`src/rtl/spike_aer_encoder_if.sv`:
```
// AER output handshake bundle for spike_aer_encoder.
// Optional timestamp field is present only when AER_TIMESTAMP_EN is defined.
interface spike_aer_encoder_if #(
  parameter int ID_WIDTH = 8
`ifdef AER_TIMESTAMP_EN
  ,
  parameter int TS_WIDTH = 16
`endif
);
  logic                aer_valid;
  logic                aer_ready;
  logic [ID_WIDTH-1:0] aer_id;
`ifdef AER_TIMESTAMP_EN
  logic [TS_WIDTH-1:0] aer_ts;
`endif

`ifdef AER_TIMESTAMP_EN
  modport master (output aer_valid, output aer_id, output aer_ts, input aer_ready);
  modport slave  (input aer_valid, input aer_id, input aer_ts, output aer_ready);
`else
  modport master (output aer_valid, output aer_id, input aer_ready);
  modport slave  (input aer_valid, input aer_id, output aer_ready);
`endif
endinterface

```
`src/rtl/spike_aer_encoder.sv`:
```
// spike_aer_encoder: collects per-neuron spike pulses into a pending vector,
// serialises them lowest-index-first into a small event FIFO and presents the
// head event on a valid/ready AER port. Spikes landing on an already pending
// neuron are merged and counted in a saturating drop counter.
// Optional feature macro: AER_TIMESTAMP_EN adds a tick-driven timestamp
// counter whose value is stored with every event and shown on aer_ts.
module spike_aer_encoder #(
  parameter int NUM_NEURONS = 256,
  parameter int ID_WIDTH    = 8,
  parameter int FIFO_DEPTH  = 16,
  parameter int TS_WIDTH    = 16
) (
  input  logic                   clk,
  input  logic                   rst_n,
  input  logic [NUM_NEURONS-1:0] spike_in_valid,
  input  logic                   cfg_enable,
  input  logic                   tick,
  spike_aer_encoder_if.master    aer,
  output logic [15:0]            drop_count,
  output logic                   busy
);

  localparam int PTR_W = (FIFO_DEPTH > 1) ? $clog2(FIFO_DEPTH) : 1;
  localparam int CNT_W = PTR_W + 1;
  localparam int MRG_W = $clog2(NUM_NEURONS + 1);
  localparam int SUM_W = MRG_W + 17;

  // Elaboration-time sanity checks on the configuration.
  if ((2 ** ID_WIDTH) < NUM_NEURONS) begin : g_bad_id_width
    $error("ID_WIDTH too small for NUM_NEURONS");
  end
  if ((FIFO_DEPTH < 2) || ((FIFO_DEPTH & (FIFO_DEPTH - 1)) != 0)) begin : g_bad_depth
    $error("FIFO_DEPTH must be a power of two >= 2");
  end
  if (TS_WIDTH < 1) begin : g_bad_ts_width
    $error("TS_WIDTH must be >= 1");
  end

  // Saturating add of the per-edge merge count into the 16-bit drop counter.
  function automatic logic [15:0] sat_add16(input logic [15:0] acc,
                                            input logic [MRG_W-1:0] inc);
    logic [SUM_W-1:0] sum;
    sum = SUM_W'(acc) + SUM_W'(inc);
    if (sum > SUM_W'(16'hFFFF)) return 16'hFFFF;
    return sum[15:0];
  endfunction

  logic [NUM_NEURONS-1:0] pending_q, pending_d;
  logic [15:0]            drop_q, drop_d;
  logic [PTR_W-1:0]       wr_ptr_q, rd_ptr_q;
  logic [CNT_W-1:0]       count_q, count_d;
  logic [ID_WIDTH-1:0]    id_mem [FIFO_DEPTH];

  logic                   enc_any;
  logic [ID_WIDTH-1:0]    enc_idx;
  logic                   fifo_empty, fifo_full;
  logic                   push, pop;
  logic [NUM_NEURONS-1:0] spk_new, clr_mask, pend_kept, merged;
  logic [MRG_W-1:0]       merge_cnt;

  assign fifo_empty = (count_q == '0);
  assign fifo_full  = (count_q == CNT_W'(FIFO_DEPTH));
  assign pop        = aer.aer_ready && !fifo_empty;
  // A full FIFO still accepts a write when the head is leaving on the same edge.
  assign push       = enc_any && (!fifo_full || pop);

  // Priority encoder: lowest set pending bit wins.
  always_comb begin
    enc_any = 1'b0;
    enc_idx = '0;
    for (int i = NUM_NEURONS - 1; i >= 0; i--) begin
      if (pending_q[i]) begin
        enc_any = 1'b1;
        enc_idx = ID_WIDTH'(i);
      end
    end
  end

  // Next pending vector and merge accounting; a new spike on the bit being
  // cleared this edge is kept as a fresh event rather than counted as a drop.
  always_comb begin
    spk_new  = cfg_enable ? spike_in_valid : '0;
    clr_mask = '0;
    if (push) clr_mask[enc_idx] = 1'b1;
    pend_kept = pending_q & ~clr_mask;
    merged    = spk_new & pend_kept;
    merge_cnt = '0;
    for (int i = 0; i < NUM_NEURONS; i++) begin
      merge_cnt = merge_cnt + MRG_W'(merged[i]);
    end
    pending_d = pend_kept | spk_new;
    drop_d    = sat_add16(drop_q, merge_cnt);
  end

  // FIFO occupancy update from the push/pop pair.
  always_comb begin
    count_d = count_q;
    if (push && !pop)      count_d = count_q + CNT_W'(1);
    else if (!push && pop) count_d = count_q - CNT_W'(1);
  end

  // Control state: pending vector, FIFO pointers/occupancy, drop counter.
  always_ff @(posedge clk or negedge rst_n) begin
    if (!rst_n) begin
      pending_q <= '0;
      drop_q    <= '0;
      wr_ptr_q  <= '0;
      rd_ptr_q  <= '0;
      count_q   <= '0;
    end else begin
      pending_q <= pending_d;
      drop_q    <= drop_d;
      count_q   <= count_d;
      if (push) wr_ptr_q <= wr_ptr_q + PTR_W'(1);
      if (pop)  rd_ptr_q <= rd_ptr_q + PTR_W'(1);
    end
  end

  // Event ID storage; contents are only observable through valid entries.
  always_ff @(posedge clk) begin
    if (push) id_mem[wr_ptr_q] <= enc_idx;
  end

  assign aer.aer_valid = !fifo_empty;
  assign aer.aer_id    = fifo_empty ? '0 : id_mem[rd_ptr_q];
  assign drop_count    = drop_q;
  assign busy          = (|pending_q) || !fifo_empty;

`ifdef AER_TIMESTAMP_EN
  logic [TS_WIDTH-1:0] ts_q;
  logic [TS_WIDTH-1:0] ts_mem [FIFO_DEPTH];

  // Free-running timestep counter advanced by the tick strobe; wraps to zero.
  always_ff @(posedge clk or negedge rst_n) begin
    if (!rst_n)    ts_q <= '0;
    else if (tick) ts_q <= ts_q + TS_WIDTH'(1);
  end

  // Each event records the counter value present at its write edge.
  always_ff @(posedge clk) begin
    if (push) ts_mem[wr_ptr_q] <= ts_q;
  end

  assign aer.aer_ts = fifo_empty ? '0 : ts_mem[rd_ptr_q];
`else
  logic unused_tick;
  assign unused_tick = tick;
`endif

endmodule

```
`src/flat_wrapper.sv`:
```
// flat-port wrapper written by rule: the top's interface ports become plain ports
module spike_aer_encoder_flat 
#(
  parameter int NUM_NEURONS = 256,
  parameter int ID_WIDTH    = 8,
  parameter int FIFO_DEPTH  = 16,
  parameter int TS_WIDTH    = 16
)
  (clk, rst_n, spike_in_valid, cfg_enable, tick, drop_count, busy, aer_aer_valid, aer_aer_id, aer_aer_ready);
  spike_aer_encoder_if #(.ID_WIDTH(ID_WIDTH)) aer_i ();
  input  logic clk;
  input  logic rst_n;
  input  logic [NUM_NEURONS-1:0] spike_in_valid;
  input  logic cfg_enable;
  input  logic tick;
  output logic [15:0] drop_count;
  output logic busy;
  output wire logic [$bits(aer_i.aer_valid)-1:0] aer_aer_valid;
  output wire logic [$bits(aer_i.aer_id)-1:0] aer_aer_id;
  input wire logic [$bits(aer_i.aer_ready)-1:0] aer_aer_ready;
  assign aer_aer_valid = aer_i.aer_valid;
  assign aer_aer_id = aer_i.aer_id;
  assign aer_i.aer_ready = aer_aer_ready;
  spike_aer_encoder #(.NUM_NEURONS(NUM_NEURONS), .ID_WIDTH(ID_WIDTH), .FIFO_DEPTH(FIFO_DEPTH), .TS_WIDTH(TS_WIDTH)) u_core (.clk(clk), .rst_n(rst_n), .spike_in_valid(spike_in_valid), .cfg_enable(cfg_enable), .tick(tick), .aer(aer_i), .drop_count(drop_count), .busy(busy));
endmodule
```
`config.mk`:
```
export PLATFORM = sky130hd
export DESIGN_NAME = spike_aer_encoder_flat
export DESIGN_NICKNAME = d
export VERILOG_FILES = /design/src/rtl/spike_aer_encoder_if.sv /design/src/rtl/spike_aer_encoder.sv /design/src/flat_wrapper.sv
export SDC_FILE = /design/constraint.sdc
export NUM_CORES = 2
export LEC_CHECK = 0
export ABC_AREA = 1
export CAP_MARGIN = 20
export CORE_MARGIN = 3
export CORE_UTILIZATION = 60
export CTS_BUF_LIST = sky130_fd_sc_hd__clkbuf_4 sky130_fd_sc_hd__clkbuf_8
export CTS_CLUSTER_DIAMETER = 80
export CTS_CLUSTER_SIZE = 40
export DETAILED_ROUTE_END_ITERATION = 10
export PLACE_DENSITY = 0.8
export SLEW_MARGIN = 20
export SYNTH_ARGS = -nofsm -noshare
export SYNTH_HDL_FRONTEND = slang
export SYNTH_SLANG_ARGS = --single-unit
```
`constraint.sdc`:
```
create_clock -name clk -period 28.4 [get_ports clk]
set_input_delay 4.26 -clock clk [delete_from_list [all_inputs] [get_ports clk]]
set_output_delay 4.26 -clock clk [all_outputs]
set_load 0.05 [all_outputs]
```
; ---- Yosys cells after proc, flatten, opt, wreduce, memory -nomap -nowiden
; Memory sizes are Yosys's and may differ from the RTL's.
; Index checks and enable logic that the tools add are counted.
[classes]
n_lt_le_gt_ge = 3
addsub = 260
n_bitwise = 4
n_mux = 524
reduce_logical = 14
n_eq_ne = 1
[op_table]
columns = cell, count
row1 = 9-bit by 1-bit adder with 9-bit output, 254
row2 = 8-bit two-way mux, 257
row3 = 256-bit bitwise AND, 2
row4 = 256-bit two-way mux, 2
row5 = 1-bit two-way mux, 260
row6 = 256-bit inverter, 1
row7 = 256-bit OR, 1
row8 = 256-bit OR reduction, 1
row9 = 16-bit two-way mux, 2
row10 = 26-bit by 16-bit greater-than comparator with 1-bit output (second input constant), 1
row11 = 16-bit by 9-bit adder with 17-bit output, 1
row12 = 5-bit two-way mux, 2
row13 = 8-bit by 9-bit < comparator with 1-bit output (second input constant), 1
row14 = 4-bit by 1-bit adder with 4-bit output (second input constant), 2
row15 = 1-bit demux with 8-bit select, 1
row16 = 8-bit by 1-bit greater-or-equal comparator with 1-bit output (second input constant), 1
row17 = 5-bit by 1-bit adder with 5-bit output (second input constant), 1
row18 = 5-bit == test (second input constant), 1
row19 = 1-bit logical AND, 5
row20 = 5-bit logical NOT, 1
row21 = 5-bit by 1-bit subtractor with 5-bit output (second input constant), 1
row22 = 1-bit logical NOT, 4
row23 = 1-bit by 1-bit adder with 2-bit output, 1
row24 = 1-bit logical OR, 2
row25 = 2-bit nonzero test, 1
[totals]
elab_cells = 812
mem_count = 1
output_inout_bits = 26
ramBits = 128
register_bits = 285
inputBits = 261
[mem_list]
columns = memory, words, width, rd, rd_ports_with_merged_regs, wr, line_no
row1 = u_core.id_mem, 16, 8, 1, 0, 1, spike_aer_encoder.sv:52  ; logic [ID_WIDTH-1:0] id_mem [FIFO_DEPTH];

; ---- Longest topological paths before layout
[depth]
ltp_word = 523
depth_mapped = 301
mapped_depth_nobuf = 299

; ---- Worst setup path after synthesis
; No wires, ideal clock.
[synth_path]
path_type = register to register
start = register u_core.pending_q[254]
end = register u_core.drop_q[14] (netlist: u_core.drop_count[14])
t_arrival_ns = 20.206
stages_incl_launch_ff = 291
setup_time_ns = 0.120
path_buffers = 0
required_ns = 28.280
slack_ns = 8.074
synth_period_minus_slack_ns = 20.326
path_cell_list = dfrtp_1 > inv_1 > nand2_1 > nand2_1 > nand2_1 > nand2_1 > nand2_1 > nand2_1 > nand2_1 > nand2_1 > nand2_1 > nand2_1 > nand2_1 > nand2_1 > nand2_1 > nand2_1 > nand2_1 > nand2_1 > [255 not listed] > inv_1 > fa_1 > inv_1 > fa_1 > o21ai_0 > a21oi_1 > o21bai_1 > nand3_1 > nand2_1 > a21oi_1 > nor2_1 > nand2_1 > nor2_1 > nand2_1 > nor2_1 > nand3_1 > o21ai_0 > inv_1
[synth_lines]
columns = element, line_no
row1 = from (decl), spike_aer_encoder.sv:48  ; logic [NUM_NEURONS-1:0] pending_q, pending_d;
row2 = from (signal assigned), spike_aer_encoder.sv:111  ; pending_q <= pending_d;
row3 = to (signal assigned), spike_aer_encoder.sv:112  ; drop_q <= drop_d;
row4 = to (decl), spike_aer_encoder.sv:49  ; logic [15:0] drop_q, drop_d;

==> impl_metrics.toml <==
[worst_setup_path]
critical_path_required_ns = 29.00
cp_slowest_cell = "nand3_1"
cpMostUsedCell = "nand2_1"
crit_path_end_kind = "flop"
arrival_ns = 25.50
slowest_delay_ns = 0.91
r2r_setup_slack_ns = 3.50
path_class = "reg2reg"
start_kind = "flop"
critPathMaxFanout = 24
r2r-end = "u_core.drop_count[11]"
worstRegToRegCells = 287
startpoint = "u_core.pending_q[253]"
worstReg2RegStart = "u_core.pending_q[253]"

[cts]
clock_latency_ns = 0.71
ctsResizeCount = 0
root_buffer = "clkbuf_8"
cts_buffers = 22
cts_setup_buffers = 0
clk_pin_slew_ns = 0.16
clock_path_buffers = 3
postCtsHoldBufs = 0
clock_sinks = 413
cts_tree = "yes"
cts_max_level = 1

[worst_hold_path]
min_from = "u_core.pending_q[247]"
hold_depth = 2
hp-class = "reg2reg"
whs_endpoint = "u_core.pending_q[247]"

[timing]
setup_viol = 0
maxSlewHeadroom_pct = 19.23
timing.fmax_mhz = 40.15
min_period_over_period_pct = 87.69
skew_ns = 0.06387
min_period_ns = 24.90
rsz0062_at_grt = "false"
slew_violations = 0
tightest_slew_ns = 1.207
hold_viol_final = 0
fin_setup_tns_ns = 0
worst_slack_ns = 3.496

[detailed_routing]
drt-vias-per-instance = 5.792
drc = 0
postRouteAntennaNets = 0
drtIter0Drc = 3194
wl_per_cell_um = 21.09
drt_first_pass_iters = 7
routed_wl_mm = 94.18
vias = 25870

[yosys]
yosysWarnings = 0
synth_seq_cells = 413
yosys-top-cells-area = "dfrtp_1, fa_1, nand2_1"
syn_area_mm2 = 0.02927
yosysMostFrequentCell = "nand2_1"
synth.top_cell.area_share_pct = 24.37
syn_inst = 3605
synth_cell_types = 39
synth_edf_count = 128
synth_nets = 4169
ys_seq_area_share_pct = 37.50
yosys.area.top_type = "dfrtp_1"
netlist_top_cells_count = "nand2_1, inv_1, nor2_1"
ys.flop_type = "dfrtp_1"
synthArstFlopShare_pct = 69.01
synth_area_per_cell_um2 = 8.118

[grt]
grt_max_degree = 156
globalRoute.totalOverflow = 0
grt_usage_pct = 36.83
grt_pass1_wl_mm = 141.5
grt_pass1_vias = 24990
antenna_found_initial = 4

[finish]
drive_gt1_share_pct = 2.989
fill_cells = 3789
area_growth_pct = 14.22
design_area_mm2 = 0.03343
final_nets = 4395

[die]
die_area_mm2 = 0.05146
rows = 80
start_util_pct = 61.04
core_mm2 = 0.04795
die_h_um = 226.9
pin_count = 287
dieWidth_um = 226.9

[status]
status = "finished, final reports clean"

[placed_design]
pre_cts_ws_ns = 3.950
port_buffers = 285
hpwl_mm = 71.22
dpl-instance-area_mm2 = 0.03268
finalWeightedCongestion = 1.035

[flow_run]
drv_cap = 0
[final cells by class]
| class | count | area, µm² | share of cell area, % |
|---|---|---|---|
| antenna | 4 | 10.01 | 0.02994 |
| clock buffer | 24 | 324.1 | 0.9695 |
| clock inverter | 16 | 406.6 | 1.216 |
| inverter | 579 | 2175 | 6.505 |
| multi-input combinational | 2500 | 15680 | 46.90 |
| sequential | 413 | 10980 | 32.83 |
| tap | 615 | 769.5 | 2.302 |
| timing repair buffer | 315 | 3088 | 9.238 |
[layout by cell type (no fill, tap or decap), types with 59 or more instances in the layout]
master,Yosys,final
edfxtp_1,128,128
nand2_1,1060,1059
nand4_1,216,216
dfrtp_1,285,285
inv_1,574,574
fa_1,244,244
nor2_1,441,435
ha_1,59,59
clkdlybuf4s50_1,0,283
o21ai_0,133,133
[kinds of logic after synthesis]
group / share of synthesized area [%]
AND/OR/NAND/NOR: 26.63
buffers and inverters: 9.068
flip-flops: 37.50
AO/OA/AOI/OAI: 6.930
adder cells (fa/ha/maj): 19.21
XOR/XNOR: 0.6584
[layer usage]
layer	part of all wire, %	wire, µm	global-route usage (%)
met1	37	35270	49.09
met2	45	42380	57.01
met3	12	10940	8.713
met4	5.9	5543	18.42
met5	0.049	46	0
[worst max-delay path by stage]
stage / to / slack (ns) / cells past startpoint
finish: u_core.drop_count[11] / 3.50 / 287
global route: u_core.drop_count[9] / 0.56 / 293
CTS: u_core.drop_count[11] / 3.69 / 288
detailed placement: u_core.drop_count[9] / 3.95 / 288
global placement: u_core.drop_count[11] / 4.13 / 288
floorplan: u_core.drop_count[14] / 8.07 / 290
[flip-flops by register name, summed over array words and instances (netlist names)]
register / cells
u_core.count_q: 5
u_core.drop_count: 16
u_core.id_mem: 128
u_core.pending_q: 256
u_core.rd_ptr_q: 4
u_core.wr_ptr_q: 4
[worst max-delay path: cells and delay by family (launching register included)]
family                   cells  cell delay [ns]
AO/OA/AOI/OAI                5             1.28
AND/OR/NAND/NOR            261            15.12
adder cells (fa/ha/maj)     14             6.96
flip-flops                   1             0.45
buffers and inverters        7             0.90
[metrics by stage]
step           instances  utilization (%)  hold WS [ns]
5_1_grt             4464            69.71        0.5423
3_3_place_gp        4422            68.17        0.4822
6_report            4466            69.72        0.5263
2_1_floorplan       3605                -        0.4622
4_1_cts             4462            69.69        0.5222
3_5_place_dp        4422            68.17        0.4895
Power is not shown: default switching activity piles up to over one toggle a cycle in this logic, so the estimate is an artifact.
